### config.mk
export PLATFORM = sky130hd
export DESIGN_NAME = accumulator_diff
export DESIGN_NICKNAME = d
export VERILOG_FILES = /design/src/rtl/acc_pkg.sv /design/src/rtl/acc_diff_skid.sv /design/src/rtl/accumulator_diff.sv
export SDC_FILE = /design/constraint.sdc
export NUM_CORES = 1
export LEC_CHECK = 0
export CAP_MARGIN = 5
export CORE_MARGIN = 1.5
export CORE_UTILIZATION = 40
export DETAILED_ROUTE_END_ITERATION = 12
export HOLD_SLACK_MARGIN = 0.08
export PLACE_DENSITY = 0.69
export SLEW_MARGIN = 20
export SYNTH_ARGS = -nofsm -noshare
export SYNTH_HDL_FRONTEND = slang
export SYNTH_HIERARCHICAL = 1
export SYNTH_SLANG_ARGS = --single-unit
### constraint.sdc
create_clock -name CLK -period 2.5 [get_ports CLK]
set_input_delay 0.5 -clock CLK [delete_from_list [all_inputs] [get_ports CLK]]
set_output_delay 0.5 -clock CLK [all_outputs]
set_load 0.005 [all_outputs]
### src/rtl/acc_pkg.sv
// Shared constants and FSM state type for the accumulator differencer.
// Pure declarations; no timing or backpressure of its own.
// Imported by accumulator_diff and acc_diff_skid.
package acc_pkg;
    localparam int ACC_WIDTH  = 12;
    localparam int WRAPCNT_W  = 8;

    typedef enum logic [1:0] {
        EMPTY = 2'd0,
        ONE   = 2'd1,
        TWO   = 2'd2
    } acc_state_e;
endpackage

### src/rtl/acc_diff_skid.sv
// Two-entry output buffer (output reg + skid) with EMPTY/ONE/TWO FSM.
// Latency: a result written while EMPTY (or ONE with ack) is on out_dat one cycle later.
// Backpressure: in_rdy deasserts only in TWO and depends on state alone.
module acc_diff_skid
    import acc_pkg::*;
#(
    parameter int W = ACC_WIDTH
) (
    input  logic         clk,
    input  logic         rst_n,
    input  logic         in_vld,
    input  logic [W-1:0] in_dat,
    output logic         in_rdy,
    output logic         out_vld,
    output logic [W-1:0] out_dat,
    input  logic         out_ack
);
    acc_state_e state, next_state;
    logic [W-1:0] out_reg, skid_reg;
    logic accept, load_out_in, load_out_skid, load_skid;

    assign in_rdy  = (state != TWO);
    assign out_vld = (state != EMPTY);
    assign out_dat = out_reg;
    assign accept  = in_vld && in_rdy;

    always_ff @(posedge clk) begin
        if (!rst_n) state <= EMPTY;
        else        state <= next_state;
    end

    always_comb begin
        next_state    = state;
        load_out_in   = 1'b0;
        load_out_skid = 1'b0;
        load_skid     = 1'b0;
        case (state)
            EMPTY: begin
                if (accept) begin
                    next_state  = ONE;
                    load_out_in = 1'b1;
                end
            end
            ONE: begin
                if (accept && !out_ack) begin
                    next_state = TWO;
                    load_skid  = 1'b1;
                end else if (accept && out_ack) begin
                    load_out_in = 1'b1;
                end else if (out_ack) begin
                    next_state = EMPTY;
                end
            end
            TWO: begin
                if (out_ack) begin
                    next_state    = ONE;
                    load_out_skid = 1'b1;
                end
            end
            default: next_state = EMPTY;
        endcase
    end

    always_ff @(posedge clk) begin
        if (!rst_n) begin
            out_reg  <= '0;
            skid_reg <= '0;
        end else begin
            if (load_out_in)        out_reg <= in_dat;
            else if (load_out_skid) out_reg <= skid_reg;
            if (load_skid)          skid_reg <= in_dat;
        end
    end
endmodule

### src/rtl/accumulator_diff.sv
// Recovers per-sample increments from a modulo-2^WIDTH running sum; optional ACC_DIFF_WRAP_EN adds Wrap/WrapCnt.
// Latency: one cycle from accept to Dout/Vld when the buffer has room for direct output.
// Backpressure: Rdy low only while both buffer entries are full; Ce is ignored then.
module accumulator_diff
    import acc_pkg::*;
#(
    parameter int WIDTH = ACC_WIDTH
) (
    input  logic                 CLK,
    input  logic                 RST,
    input  logic                 Clr,
    input  logic                 Ce,
    input  logic [WIDTH-1:0]     Din,
    output logic                 Rdy,
    output logic [WIDTH-1:0]     Dout,
    output logic                 Vld,
    input  logic                 Ack
`ifdef ACC_DIFF_WRAP_EN
    ,
    output logic                 Wrap,
    output logic [WRAPCNT_W-1:0] WrapCnt
`endif
);
    logic [WIDTH-1:0] prev, prev_eff, diff;
    logic accept;

    assign accept   = Ce && Rdy;
    // Clr restarts history before the same-cycle sample is differenced
    assign prev_eff = Clr ? '0 : prev;
    assign diff     = Din - prev_eff;

    always_ff @(posedge CLK) begin
        if (!RST)        prev <= '0;
        else if (accept) prev <= Din;
        else if (Clr)    prev <= '0;
    end

`ifdef ACC_DIFF_WRAP_EN
    logic           wrap;
    logic [WIDTH:0] buf_dat;

    assign wrap = (Din < prev_eff);
    assign Dout = buf_dat[WIDTH-1:0];
    assign Wrap = buf_dat[WIDTH];

    always_ff @(posedge CLK) begin
        if (!RST)
            WrapCnt <= '0;
        else if (accept && wrap && (WrapCnt != {WRAPCNT_W{1'b1}}))
            WrapCnt <= WrapCnt + 1'b1;
    end

    acc_diff_skid #(.W(WIDTH + 1)) u_skid (
        .clk     (CLK),
        .rst_n   (RST),
        .in_vld  (Ce),
        .in_dat  ({wrap, diff}),
        .in_rdy  (Rdy),
        .out_vld (Vld),
        .out_dat (buf_dat),
        .out_ack (Ack)
    );
`else
    acc_diff_skid #(.W(WIDTH)) u_skid (
        .clk     (CLK),
        .rst_n   (RST),
        .in_vld  (Ce),
        .in_dat  (diff),
        .in_rdy  (Rdy),
        .out_vld (Vld),
        .out_dat (Dout),
        .out_ack (Ack)
    );
`endif
endmodule

Yosys cells after proc, flatten, opt, wreduce, memory -nomap -nowiden

Cells that the tools add are included.

Register bits after elaboration: 38

$add $sub $neg: 1
Eq/ne operators: 7
Muxes and demuxes: 18
Reductions and logical operators: 8

Operator list:

| operator                                             | number |
|---|---|
| two-way mux 12 bit                                   | 4 |
| subtractor 12 bit                                    | 1 |
| two-way mux 2 bit                                    | 5 |
| two-way mux 1 bit                                    | 7 |
| != test 3 x 2 -> 1 bit (second input constant)       | 2 |
| case mux 2 bit (3 select lines)                      | 1 |
| != test 2 bit (second input constant)                | 2 |
| AND reduction 4 bit                                  | 1 |
| nonzero test 2 bit                                   | 2 |
| logical AND 1 bit                                    | 3 |
| equality test 2 x 1 -> 1 bit (second input constant) | 1 |
| equality test 2 bit (second input constant)          | 1 |
| logical NOT 2 bit                                    | 1 |
| != test 2 x 1 -> 1 bit (second input constant)       | 1 |
| case mux 1 bit (2 select lines)                      | 1 |
| logical NOT 1 bit                                    | 1 |

Longest topological paths before layout

Depth in word-level cells: 7
Mapped depth: 11

By module

Netlist, hierarchy kept.

By module, submodules not included:

| module           | times used | cells each | area each (µm²) |
|---|---|---|---|
| acc_diff_skid    | 1          | 115        | 1064.8 |
| accumulator_diff | 1          | 135        | 1041.0 |

Worst setup path before layout

No wires, ideal clock.

Path kind: input-to-reg
Start point: input port Clr
End point: register u_skid.out_reg[8], in the netlist u_skid/out_dat[8]
Library setup time: 0.119 ns
Arrival time: 2.436 ns
Data required time: 2.381 ns
Slack: -0.055 ns
Cell stages on the path: 10
Buffers on the path: 1
Path through: clkbuf_1 nor2b_1 ha_1 fa_1 nor2b_4 o31a_1 o21a_1 o41a_1 xor2_1 o221a_2

Longest elaborated chain between the ends: 3

Ends and longest elaborated chain:

| what                 | RTL line               | source |
|---|---|---|
| from (decl)          | accumulator_diff.sv:11 | `input logic Clr,` |
| two-way mux 12 bit   | --                     |  |
| subtractor 12 bit    | accumulator_diff.sv:30 | `assign diff = Din - prev_eff;` |
| via diff[8]          | accumulator_diff.sv:24 | `logic [WIDTH-1:0] prev, prev_eff, diff;` |
| two-way mux 12 bit   | acc_diff_skid.sv:69    | `if (load_out_in) out_reg <= in_dat;` |
| to (signal assigned) | acc_diff_skid.sv:69    |  |
| to (signal assigned) | acc_diff_skid.sv:70    | `else if (load_out_skid) out_reg <= skid_reg;` |
| to (decl)            | acc_diff_skid.sv:19    | `logic [W-1:0] out_reg, skid_reg;` |

The timed path passes the listed nets, and every way through them passes these cells.
A chain may end at the register's enable or synchronous reset.

Final worst setup path

Start point: input port Din[3]
End point: register u_skid.out_reg[8], in the netlist u_skid/out_dat[8]

Longest elaborated chain between the ends: 2

Ends and longest elaborated chain:

| what               | RTL line               | source |
|---|---|---|
| from (decl)        | accumulator_diff.sv:13 | `input logic [WIDTH-1:0] Din,` |
| subtractor 12 bit  | accumulator_diff.sv:30 |  |
| via diff[8]        | accumulator_diff.sv:24 |  |
| two-way mux 12 bit | acc_diff_skid.sv:69    |  |

The timed path passes the listed nets, and every way through them passes these cells.

==> results.json <==
{
  "status": "completed",
  "synth-seq-area-share_pct": 36.1,
  "slew_violations": 0,
  "hold_slack_ns": 0.460,
  "final_common_cell": "nand2_1",
  "grt_pass1_wl_mm": 8.34,
  "dp_hpwl_mm": 3.61,
  "path_delay_family": "compound AO/OA/AOI/OAI gates",
  "n_antenna_cell": 0,
  "core_sq_mm": 0.00507,
  "ys_warn_count": 6,
  "hold_path.class": "reg2reg",
  "grt_pass1_vias": 1795,
  "synth_edf_count": 0,
  "clkLatencyLatePin_ns": 0.30,
  "cts_buffers": 5,
  "final_cell_mix": "39 x nand2_1, 38 x dfxtp_1, 29 x buf_4, 26 x a21oi_1, 26 x clkdlybuf4s50_1",
  "path_common_cell": "o21a_1",
  "syn_area_sq_mm": 0.00211,
  "start_util_pct": 41.5,
  "start_kind": "primary input",
  "power.density_mw_per_mm2": 598,
  "antenna_found_initial": 0,
  "max_cap_violations": 0,
  "clock_skew_ns": 0.00605,
  "io_pins": 31,
  "routed_via_density": 5.07,
  "relSlewSlack_pct": 69.5,
  "ys_ff_latch": 38,
  "finalWorstSetupSlack_ns": 0.114,
  "worst_pin_slew_ns": 0.458,
  "rows": 26,
  "via_count": 1912,
  "clock.fmax_ghz": 0.419,
  "worstPathCellList": "clkdlybuf4s50_1 -> ha_1 -> o21a_1 -> o31a_1 -> o21a_1 -> o41a_1 -> xor2_1 -> o221a_2",
  "first_pass_iters": 4,
  "die_h_microns": 75.6,
  "async_reset_ff_share_pct": 0,
  "min_period_ns": 2.39,
  "setup-violations-final": 0,
  "rsz0062_at_grt": "no",
  "gp_congestion": 0.839,
  "hold_viol_final": 0,
  "die_w_microns": 75.6,
  "synthCells": 250,
  "root_buffer": "clkbuf_8",
  "path_class": "in2reg",
  "grt_use_total_pct": 19.5,
  "wirelength_mm": 5.13,
  "startpoint": "Din[3]",
  "cts_sinks": 38,
  "cpPeakStageDelay_ns": 0.43,
  "critPathRequiredTime_ns": 2.69,
  "crit_arrival_ns": 2.58,
  "io_buffers": 30,
  "die_area_sq_mm": 0.00571,
  "grt_max_degree": 22,
  "ir_drop_uv": 341,
  "area_delta_synth_final_pct": 36.1,
  "drive_gt1_share_pct": 20.8,
  "routedWlPerCell_microns": 13.6,
  "synth.net_count": 279,
  "h-tree-depth": 2,
  "worstHoldStart": "u_skid/skid_reg[8]",
  "clk_pin_slew_ns": 0.08,
  "end_kind": "flip-flop",
  "clockBufferDepth": 2,
  "slowest_stage": "clkdlybuf4s50_1",
  "finalCritPeriodShare_pct": 95.4,
  "gr-total-overflow": 0,
  "fin_nets": 335,
  "first_iter_violations": 123,
  "drc": 0,
  "synthDistinctLibCells": 41,
  "crit_buf_inv": 1,
  "p_leak_nw": 1.13,
  "antenna_left": 0,
  "reg2reg_from": "prev[0]",
  "ys.flop_type": "dfxtp_1",
  "synth.avg_cell_area_sq_um": 8.42,
  "post-place-ws_ns": -0.521,
  "crit_path_max_fanout": 2,
  "cts_tree": "done"
}
## final timing paths
path	to	slack, ns	depth (start not counted)
worst max-delay path	u_skid/out_dat[8]	0.11	8
worst min-delay path	u_skid/skid_reg[8]	0.46	2
worst max register to register	u_skid/out_dat[8]	0.20	9
worst min register to register	u_skid/skid_reg[8]	0.46	2
## cell usage after synthesis (2+ instances only)
cell type	n	area (sq um)
o31a_1	2	17.5
nand4_1	3	18.8
nand2_1	39	146
a21o_1	4	30.0
a21boi_0	3	22.5
xnor2_1	6	52.6
o21a_1	16	120
o211ai_1	2	15.0
ha_1	11	138
o221a_2	10	113
buf_2	4	20.0
nand3_1	2	10.0
nor2b_1	12	75.1
and2_1	2	12.5
dfxtp_1	38	761
clkbuf_1	7	26.3
a21oi_1	26	130
o21ai_0	4	20.0
nand2b_1	13	81.3
nor2_1	17	63.8
xor2_1	3	26.3
inv_1	7	26.3
## where the power goes
| group | leakage (nW) | internal (mW) | total (mW) | switching (mW) |
|---|---|---|---|---|
| sequential | 0.312 | 0.646 | 0.668 | 0.0220 |
| combinational | 0.751 | 0.211 | 0.387 | 0.176 |
| clock | 0.0714 | 0.426 | 0.658 | 0.232 |
## metrics by stage
stage	TNS, ns	instance area [sq um]	total power, mW	util, %	cells
5_1_grt	0	2870	1.80	56.5	377
2_1_floorplan	0	2150	0.895	-	250
3_5_place_dp	-6.23	2670	1.06	52.7	365
3_3_place_gp	-4.73	2670	1.05	52.7	365
4_1_cts	0	2850	1.72	56.1	377
6_report	0	2870	1.71	56.5	377
## area by class of cell
| cell class | count | area, sq um |
|---|---|---|
| inverter | 7 | 26.3 |
| timing repair buffer | 61 | 532 |
| tap | 70 | 87.6 |
| clock buffer | 6 | 82.6 |
| fill | 475 | 2210 |
| multi-input combinational | 193 | 1320 |
| sequential | 38 | 761 |
| clock inverter | 2 | 60.1 |
## per-layer routing
| metal | track usage, % | up-vias | routed length (microns) |
|---|---|---|---|
| met5 | 0 | - | 0 |
| met4 | 5.36 | 0 | 65 |
| met3 | 5.03 | 7 | 180 |
| met2 | 31.9 | 34 | 2470 |
| met1 | 25.6 | 883 | 2410 |
| li1 | - | 988 | - |
## worst reg2reg max path: stages (launching register included)
cell and delay [ns]:
dfxtp_1 0.33, nor2b_4 0.16, ha_4 0.15, fa_2 0.23, nor2b_4 0.05, o31a_1 0.26
o21a_1 0.20, o41a_1 0.38, xor2_1 0.18, o221a_2 0.27
## repair_timing
item / in CTS / in global routing
gates resized for setup: 11 / 3
pin swaps: 7 / 3
buffers inserted: 4 / 0
setup endpoints to repair: 13 / 3
hold buffers: 0 / 0
## kinds of logic (layout without fill, tap and decap cells)
kind of cell             count (synthesis)  after routing  share of synthesized area (%)
AO/OA/AOI/OAI                           75             75                           25.6
AND/OR/NAND/NOR                         97             97                           23.1
buffers and inverters                   19             76                           3.98
adder cells (fa/ha/maj)                 12             12                           7.49
XOR/XNOR                                 9              9                           3.74
flip-flops                              38             38                           36.1
Note: power is estimated with default switching activity, not from simulation.
